[config.mk]
export PLATFORM = sky130hd
export DESIGN_NAME = maria_bus_arbiter
export DESIGN_NICKNAME = d
export VERILOG_FILES = /design/src/rtl/maria_bus_pkg.sv /design/src/rtl/maria_wsync_ctrl.sv /design/src/rtl/maria_bus_arbiter.sv
export SDC_FILE = /design/constraint.sdc
export NUM_CORES = 1
export LEC_CHECK = 0
export ABC_AREA = 1
export CAP_MARGIN = 20
export CORE_MARGIN = 8
export CORE_UTILIZATION = 47
export DETAILED_ROUTE_END_ITERATION = 10
export PLACE_DENSITY = 0.7
export SYNTH_ARGS = -nofsm -noshare
export SYNTH_HDL_FRONTEND = slang
export SYNTH_SLANG_ARGS = --single-unit
export TNS_END_PERCENT = 50
[constraint.sdc]
create_clock -name sysclock -period 1.3 [get_ports sysclock]
set_input_delay 0.26 -clock sysclock [delete_from_list [all_inputs] [get_ports sysclock]]
set_output_delay 0.26 -clock sysclock [all_outputs]
set_load 0.02 [all_outputs]
[src/rtl/maria_bus_pkg.sv]
// Shared types and sizing helpers for the MARIA bus arbiter.
package maria_bus_pkg;

  // Bus ownership sequence for one DMA burst.
  typedef enum logic [1:0] {
    ARB_IDLE,
    ARB_HALT_WAIT,
    ARB_GRANT,
    ARB_RELEASE
  } arb_state_t;

  // Default timing: one CPU tick for halt setup and for bus turnaround,
  // and a generous watchdog on the grant phase.
  localparam int unsigned HALT_SETUP_TICKS_DEF = 1;
  localparam int unsigned RELEASE_TICKS_DEF    = 1;
  localparam int unsigned DMA_WDOG_CYCLES_DEF  = 1024;

  // Width needed to hold values 0..max_val, never less than one bit.
  function automatic int unsigned cnt_width(input int unsigned max_val);
    return (max_val < 2) ? 1 : $clog2(max_val + 1);
  endfunction

endpackage

[src/rtl/maria_wsync_ctrl.sv]
// WSYNC hold: deassert_ready drops CPU RDY until the next scanline start.
module maria_wsync_ctrl (
  input  logic sysclock,
  input  logic reset_b,
  input  logic deassert_ready,
  input  logic line_start,
  output logic ready,
  output logic wsync_active
);

  // Set on WSYNC write; clear on the first line_start after the set cycle.
  // While idle a simultaneous line_start is ignored (set wins); while active a
  // repeated deassert_ready is ignored (line_start clears).
  always_ff @(posedge sysclock or negedge reset_b) begin
    if (!reset_b) begin
      wsync_active <= 1'b0;
    end else if (wsync_active) begin
      // NOTE: flops always use non-blocking assignment so every register
      // samples pre-edge values regardless of block ordering.
      wsync_active <= ~line_start;
    end else begin
      wsync_active <= deassert_ready;
    end
  end

  // RDY is a pure decode of the hold flop, so it has no input-to-output path.
  assign ready = ~wsync_active;

endmodule

[src/rtl/maria_bus_arbiter.sv]
// Shared system bus arbiter between the 6502 and MARIA line DMA.
module maria_bus_arbiter
  import maria_bus_pkg::*;
#(
  parameter int unsigned HALT_SETUP_TICKS = HALT_SETUP_TICKS_DEF,
  parameter int unsigned RELEASE_TICKS    = RELEASE_TICKS_DEF,
  parameter int unsigned DMA_WDOG_CYCLES  = DMA_WDOG_CYCLES_DEF
) (
  input  logic sysclock,
  input  logic reset_b,
  input  logic pclk_en,
  input  logic dma_en,
  input  logic zp_written,
  input  logic dma_req,
  input  logic dma_done,
  input  logic deassert_ready,
  input  logic line_start,
  output logic ready,
  output logic halt_b,
  output logic drive_AB,
  output logic dma_grant,
  output logic wsync_active,
  output logic dma_timeout
);

  localparam int unsigned TICK_MAX = (HALT_SETUP_TICKS > RELEASE_TICKS) ?
                                     HALT_SETUP_TICKS : RELEASE_TICKS;
  localparam int unsigned TICK_W   = cnt_width(TICK_MAX);
  localparam int unsigned WDOG_W   = cnt_width(DMA_WDOG_CYCLES - 1);

  localparam logic [TICK_W-1:0] HALT_T    = TICK_W'(HALT_SETUP_TICKS);
  localparam logic [TICK_W-1:0] REL_T     = TICK_W'(RELEASE_TICKS);
  localparam logic [WDOG_W-1:0] WDOG_LAST = WDOG_W'(DMA_WDOG_CYCLES - 1);

  arb_state_t        state_q, state_d;
  logic [TICK_W-1:0] tick_q, tick_d;
  logic [WDOG_W-1:0] wdog_q, wdog_d;
  logic              pend_q, pend_d;
  logic              tmo_q, tmo_d;
  logic              accept;

  // A request only counts once DMA is enabled and the display list is set up.
  assign accept = dma_req & dma_en & zp_written;

  // State, counters, pending flag and timeout pulse register.
  always_ff @(posedge sysclock or negedge reset_b) begin
    if (!reset_b) begin
      state_q <= ARB_IDLE;
      tick_q  <= '0;
      wdog_q  <= '0;
      pend_q  <= 1'b0;
      tmo_q   <= 1'b0;
    end else begin
      state_q <= state_d;
      tick_q  <= tick_d;
      wdog_q  <= wdog_d;
      pend_q  <= pend_d;
      tmo_q   <= tmo_d;
    end
  end

  // Next-state logic. Counters only advance while below their target, so
  // they saturate instead of wrapping.
  always_comb begin
    // NOTE: every variable gets a default first so no path can infer a latch.
    state_d = state_q;
    tick_d  = tick_q;
    wdog_d  = wdog_q;
    pend_d  = pend_q;
    tmo_d   = 1'b0;

    // One-deep queue for a request that arrives while a burst is in flight.
    if (state_q != ARB_IDLE && accept) pend_d = 1'b1;

    unique case (state_q)
      ARB_IDLE: begin
        if (accept || pend_q) begin
          state_d = ARB_HALT_WAIT;
          tick_d  = '0;
          pend_d  = 1'b0;
        end
      end
      ARB_HALT_WAIT: begin
        if (tick_q >= HALT_T) begin
          state_d = ARB_GRANT;
          wdog_d  = '0;
        end else if (pclk_en) begin
          tick_d = tick_q + 1'b1;
        end
      end
      ARB_GRANT: begin
        // A normal finish wins over a watchdog expiry in the same cycle.
        if (dma_done) begin
          state_d = ARB_RELEASE;
          tick_d  = '0;
        end else if (wdog_q >= WDOG_LAST) begin
          state_d = ARB_RELEASE;
          tick_d  = '0;
          tmo_d   = 1'b1;
        end else begin
          wdog_d = wdog_q + 1'b1;
        end
      end
      ARB_RELEASE: begin
        if (tick_q >= REL_T) begin
          state_d = ARB_IDLE;
        end else if (pclk_en) begin
          tick_d = tick_q + 1'b1;
        end
      end
      default: state_d = ARB_IDLE;
    endcase
  end

  // Bus outputs decode the state register only; drive_AB is a subset of the
  // halted states, so drive_AB=1 always implies halt_b=0.
  assign halt_b      = (state_q == ARB_IDLE);
  assign drive_AB    = (state_q == ARB_GRANT);
  assign dma_grant   = (state_q == ARB_GRANT);
  assign dma_timeout = tmo_q;

  maria_wsync_ctrl u_wsync (
    .sysclock       (sysclock),
    .reset_b        (reset_b),
    .deassert_ready (deassert_ready),
    .line_start     (line_start),
    .ready          (ready),
    .wsync_active   (wsync_active)
  );

endmodule

* Yosys cells after proc, flatten, opt, wreduce, memory -nomap -nowiden
Index checks and enable logic that the tools add are counted.
** Word-level totals
- Output and inout bits :: 6
- Input bits :: 9
- Flip-flop bits (word level) :: 16
** Operators by class
- Reduce and logical (&&, ||, !) cells :: 9
- Magnitude comparators :: 2
- Multiplexer cells :: 23
- Equal/unequal tests :: 11
- Add/sub/neg operators :: 2
- Bitwise gates (word level) :: 4
** Operators with widths (count)
- 10-bit 2-to-1 mux :: 3
- 10-bit one-hot mux with 2 select lines :: 1
- 1-bit 2-to-1 mux :: 12
- 4-bit AND reduction :: 3
- 10-bit by 1-bit adder with 10-bit output, second input constant :: 1
- 10-bit >= comparator, second input constant :: 1
- 2-bit 2-to-1 mux :: 5
- 2-bit inequality test, second input constant :: 5
- 2-bit one-hot mux with 4 select lines :: 1
- 2-bit equality test, second input constant :: 2
- 2-bit by 1-bit inequality test with 1-bit output, second input constant :: 2
- 2-bit nonzero test :: 2
- 3-bit by 2-bit inequality test with 1-bit output, second input constant :: 1
- 1-bit one-hot mux with 3 select lines :: 1
- 1-bit bitwise AND :: 2
- 2-bit by 1-bit equality test with 1-bit output, second input constant :: 1
- 2-bit logical NOT :: 1
- 1-bit inverter :: 2
- 2-bit OR reduction :: 1
- 1-bit adder, second input constant :: 1
- 1-bit >= comparator, second input constant :: 1
- 1-bit logical AND :: 1
- 1-bit logical OR :: 1

* Logic depth before layout (Yosys ltp)
- Depth in word-level cells :: 6
- Depth in mapped cells :: 9
- Gate-level depth less buffers :: 9

* Cells and area by module
A second synthesis with hierarchy kept.
** Second synthesis, totals
- Cells, all modules :: 150
- Area total of the unflattened synthesis :: 1043.5 um^2
** By module, submodules not included
- maria_bus_arbiter :: cells each 144, instances 1, area each 994.7 um^2
- maria_wsync_ctrl :: cells each 6, instances 1, area each 48.8 um^2

* Least setup slack after synthesis
No wires, ideal clock.
- Path kind :: flip-flop to flip-flop
- Start point :: reg state_q[0]
- End point :: reg wdog_q[7]
- Period minus slack after synthesis :: 1.586 ns
- Data required time :: 1.183 ns
- Library setup time :: 0.117 ns
- Data arrival time :: 1.469 ns
- Setup slack :: -0.286 ns
- Cell stages (with the launch flop) :: 8
- Path buffers :: 0
- Cells stage by stage :: dfrtp_1 > inv_1 > ha_1 > o21ai_0 > inv_1 > nand2_4 > nand2_1 > nand2_1
** On the way
- Word-level cells in the longest chain between the ends :: 3
- Elaborated cells between the ends (all ways) :: 8
- Classes of those cells :: eq/ne (5); mux (1); reduce/logical (2)
** Ends and longest elaborated chain
- start, declared :: line maria_bus_arbiter.sv:35 : arb_state_t state_q, state_d;
- start signal, assigned :: line maria_bus_arbiter.sv:54 : state_q <= state_d;
- 2-bit equality test (*)
- named net dma_grant :: line maria_bus_arbiter.sv:21 : output logic dma_grant,
- 2-bit inequality test (no line) or 2-bit nonzero test (tied branches)
- 4-bit AND reduction (no line)
- end signal, assigned :: line maria_bus_arbiter.sv:56 : wdog_q <= wdog_d;
- end, declared :: line maria_bus_arbiter.sv:37 : logic [WDOG_W-1:0] wdog_q, wdog_d;
The timed path passes the listed nets; every way through them passes the cells marked *.
A chain may end at the register's enable or synchronous reset.

* Worst setup path after layout
- Start point :: reg state_q[1]
- End point :: reg state_q[0]
** On the way
- Word-level cells in the longest chain between the ends :: 3
- Elaborated cells between the ends (all ways) :: 10
- Classes of those cells :: eq/ne (7); mux (1); reduce/logical (2)
** Ends and longest elaborated chain
- 2-bit equality test (tied with other cells) :: line maria_bus_arbiter.sv:75 : unique case (state_q)
- 3-bit by 2-bit inequality test with 1-bit output (no line) (tied with other cells)
- 4-bit AND reduction (no line)
Parallel ways exist; a longest one is shown, timed or not.

==> flow_summary.html <==
<table>
<tr><th>Metric</th><th>Value</th></tr>
<tr><th colspan="2">Synthesis</th></tr>
<tr><td>Netlist Area Pre-Place</td><td>1012 sq um</td></tr>
<tr><td>Syn. warnings</td><td>0</td></tr>
<tr><td>Flops &amp; latches, synth</td><td>16</td></tr>
<tr><td>Net count after synthesis</td><td>155</td></tr>
<tr><td>Library cells used by synthesis</td><td>21</td></tr>
<tr><td>Sequential element share of the synthesized area</td><td>0.3956</td></tr>
<tr><td>Area share of the largest cell type after synthesis</td><td>0.3956</td></tr>
<tr><td>Synthesized instance count</td><td>141</td></tr>
<tr><td>Area contributors post-synth</td><td>dfrtp_1 (40%), nand2_1 (19%), nor2_1 (6.3%)</td></tr>
<tr><td>Mean instance size in the synthesized netlist</td><td>7.179 sq um</td></tr>
<tr><td>Dominant cell type by area after synthesis</td><td>dfrtp_1</td></tr>
<tr><th colspan="2">Timing</th></tr>
<tr><td>Shortest period the worst path allows</td><td>1441 ps</td></tr>
<tr><td>Number of hold violations in the final report</td><td>0</td></tr>
<tr><td>Setup ws final</td><td>-140.5 ps</td></tr>
<tr><td>Worst Skew</td><td>3.513 ps</td></tr>
<tr><td>Portion of the clock cycle consumed by the worst path in the final layout</td><td>1.108</td></tr>
<tr><td>RSZ-0062 raised after global routing</td><td>yes</td></tr>
<tr><td>Max-slew violation count</td><td>0</td></tr>
<tr><td>Peak clock frequency supported by timing</td><td>0.6942 GHz</td></tr>
<tr><td>Worst slew slack as a fraction of its limit</td><td>0.8233</td></tr>
<tr><td>Pin slew with the least headroom to its limit</td><td>264.1 ps</td></tr>
<tr><td>Worst Hold Margin</td><td>287.4 ps</td></tr>
<tr><td>Setup violations, final</td><td>16</td></tr>
<tr><th colspan="2">Die</th></tr>
<tr><td>Total die area</td><td>3894 sq um</td></tr>
<tr><td>Core region area</td><td>2127 sq um</td></tr>
<tr><td>Initial Util</td><td>0.4759</td></tr>
<tr><td>Site Rows</td><td>17</td></tr>
<tr><td>Number of ports placed on the die boundary</td><td>15</td></tr>
<tr><td>Die height</td><td>62.41 microns</td></tr>
<tr><td>Horizontal extent of the die</td><td>62.41 microns</td></tr>
<tr><th colspan="2">Final layout</th></tr>
<tr><td>Post-Layout Cell Count</td><td>203</td></tr>
<tr><td>Number of antenna repair diodes</td><td>0</td></tr>
<tr><td>Layout cell share with drive strength beyond 1</td><td>0.3486</td></tr>
<tr><td>Seq. cell area</td><td>401.6 sq um</td></tr>
<tr><td>Multi-input logic area</td><td>715.7 sq um</td></tr>
<tr><td>Number of nets at the end of the flow</td><td>191</td></tr>
<tr><td>Most common library cell in the layout ignoring fill and taps</td><td>nand2_1</td></tr>
<tr><td>Final core utilization</td><td>0.7171</td></tr>
<tr><td>Post-synthesis to final-layout area growth</td><td>50.68%</td></tr>
<tr><td>Most frequent cells in the layout</td><td>nand2_1 (44), nor2_1 (15), dfrtp_1 (15), buf_4 (12), inv_1 (11)</td></tr>
<tr><td>Count of filler cells inserted in the layout</td><td>159</td></tr>
<tr><th colspan="2">CTS</th></tr>
<tr><td>Master cell of the clock root buffer</td><td>clkbuf_4</td></tr>
<tr><td>Clock sinks</td><td>16</td></tr>
<tr><td>Htree depth</td><td>1</td></tr>
<tr><td>Clock tree from TritonCTS</td><td>built</td></tr>
<tr><td>Clock transition at the register clock pins on the worst setup and hold paths after CTS</td><td>90 ps</td></tr>
<tr><td>Number of buffers created by CTS</td><td>3</td></tr>
<tr><td>Insertion delay of the later-clocked pin in the worst-skew pair</td><td>280 ps</td></tr>
<tr><td>Worst-case clock buffer depth</td><td>2</td></tr>
<tr><th colspan="2">Detailed routing</th></tr>
<tr><td>DR DRC count</td><td>0</td></tr>
<tr><td>Pre-Repair DR Iteration Count</td><td>4</td></tr>
<tr><td>Violation count after the first detailed-route iteration</td><td>63</td></tr>
<tr><td>Avg Vias per Cell</td><td>5.025</td></tr>
<tr><td>Detail-routed net length per standard cell</td><td>12.30 microns</td></tr>
<tr><td>Total vias in the final route</td><td>1020</td></tr>
<tr><td>DRT antenna net count</td><td>0</td></tr>
<tr><td>Overall routed net length</td><td>2496 microns</td></tr>
<tr><th colspan="2">Run status</th></tr>
<tr><td>Violations in the final reports</td><td>negative setup slack</td></tr>
<tr><td>Status</td><td>complete, but fails checks</td></tr>
<tr><th colspan="2">Critical path</th></tr>
<tr><td>CP Launch Type</td><td>register</td></tr>
<tr><td>Sort of element at the end of the critical path</td><td>register</td></tr>
<tr><td>Worst EP required</td><td>1470 ps</td></tr>
<tr><td>Data arrival time of the worst path</td><td>1610 ps</td></tr>
<tr><td>Worst Path Class, Setup</td><td>reg2reg</td></tr>
<tr><td>Register-to-Register Path Depth</td><td>8</td></tr>
<tr><td>Crit path max fanout</td><td>4</td></tr>
<tr><th colspan="2">Place</th></tr>
<tr><td>Setup Slack @ Placement</td><td>-209.7 ps</td></tr>
<tr><td>Gpl congestion</td><td>0.8412</td></tr>
<tr><td>Port buffer count</td><td>14</td></tr>
<tr><td>Final HPWL from detailed placement</td><td>1679 microns</td></tr>
<tr><td>Cell count after placement</td><td>195</td></tr>
<tr><th colspan="2">Global route</th></tr>
<tr><td>Vias in the first global route</td><td>960</td></tr>
<tr><td>Global-route wire length before repair</td><td>4091 microns</td></tr>
<tr><td>Remaining global-route overflow</td><td>0</td></tr>
<tr><td>Maximum number of pins on one net before global-route repair</td><td>17</td></tr>
<tr><td>Total track usage</td><td>0.1285</td></tr>
<tr><td>Number of antenna violations at the first check in global routing</td><td>0</td></tr>
<tr><th colspan="2">Worst hold path</th></tr>
<tr><td>Path class of the lowest-slack min-delay path</td><td>in2async</td></tr>
<tr><th colspan="2">Pwr</th></tr>
<tr><td>Power Dens Cells</td><td>1777 nW/um^2</td></tr>
<tr><td>Largest voltage drop on the vdd net</td><td>1410 uV</td></tr>
<tr><td>Leakage component of the power</td><td>0.7216 nW</td></tr>
<tr><th colspan="2">Run</th></tr>
<tr><td>Number of max-cap violations</td><td>0</td></tr>
</table>
## flip-flops by register name (all words and copies together) (netlist names)
name / flops
tick_q: 1
u_wsync.wsync_active: 1
pend_q: 1
dma_timeout: 1
state_q: 2
wdog_q: 10
## kinds of logic after synthesis
group,share of synthesized area
buffers and inverters,0.06674
AO/OA/AOI/OAI,0.03461
AND/OR/NAND/NOR,0.4326
XOR/XNOR,0.008654
flip-flops,0.3955
adder cells (fa/ha/maj),0.06180
## synth_stat cells
cell and number:
nand2_1 51, nor2_1 17, dfrtp_1 16, inv_1 15, nand3_1 10, ha_1 5, a21oi_1 3, nand2_2 3
nand2_4 3, nor3_1 3, nand3_2 2, nor3b_1 2, o21ai_0 2, o21ai_1 2, buf_4 1, inv_2 1
nor2_2 1, nor2_4 1, nor4_1 1, or2_2 1, xor2_1 1
## per-layer routing
| metal | wire, microns | GRT usage | vias up | part of all wire |
|---|---|---|---|---|
| met5 | 0 | 0 | - | 0 |
| met4 | 42 | 0.07123 | 0 | 0.017 |
| met3 | 100 | 0.02330 | 4 | 0.040 |
| met2 | 1288 | 0.2264 | 34 | 0.52 |
| met1 | 1064 | 0.1416 | 473 | 0.43 |
| li1 | - | - | 509 | - |
## worst paths after layout
| check | from | to | slack, ps |
|---|---|---|---|
| max | state_q[1] | state_q[0] | -140 |
| min | reset_b | wdog_q[5] | 290 |
| max reg2reg | state_q[1] | state_q[0] | -140 |
| min reg2reg | pend_q | pend_q | 520 |
| max in group asynchronous | reset_b | wdog_q[3] | 810 |
| min in group sysclock | pend_q | pend_q | 520 |
## metrics by stage
step	TNS [ps]	power (W)	cell area, sq um
finish	-1674	0.002711	1525
global route	-2648	0.002876	1525
CTS	-956.5	0.002476	1431
detailed placement	-2465	0.001933	1299
global placement	-2237	0.001899	1299
floorplan	0	0.001440	1033
## where the power goes
part           internal (W)  switching (W)
sequential         0.000583      0.0000614
clock              0.000107       0.000155
combinational      0.000797        0.00101
total               0.00149        0.00122
## critical path, stage by stage, from the launching register on
cell	delay, ps
dfrtp_1	430
inv_2	70
buf_6	120
ha_4	160
or2_4	240
nand2_4	70
nand3_4	90
nand2_1	70
o21ai_1	60
## layout make-up
cell class | instances | share of cell area
flip-flops and latches | 16 | 0.2633
inverters | 16 | 0.04430
clock buffers | 3 | 0.01477
repair buffers | 31 | 0.1854
well taps | 28 | 0.02297
multi-input cells | 109 | 0.4692
## what timing repair did
item                       in CTS  in global routing
hold buffers                    0                  0
pin swaps                      11                 16
setup endpoints to repair      20                 18
resized for setup              41                 24
gates cloned                    1                  0
buffers inserted                2                  2
Note: power is estimated with default switching activity, not from simulation.
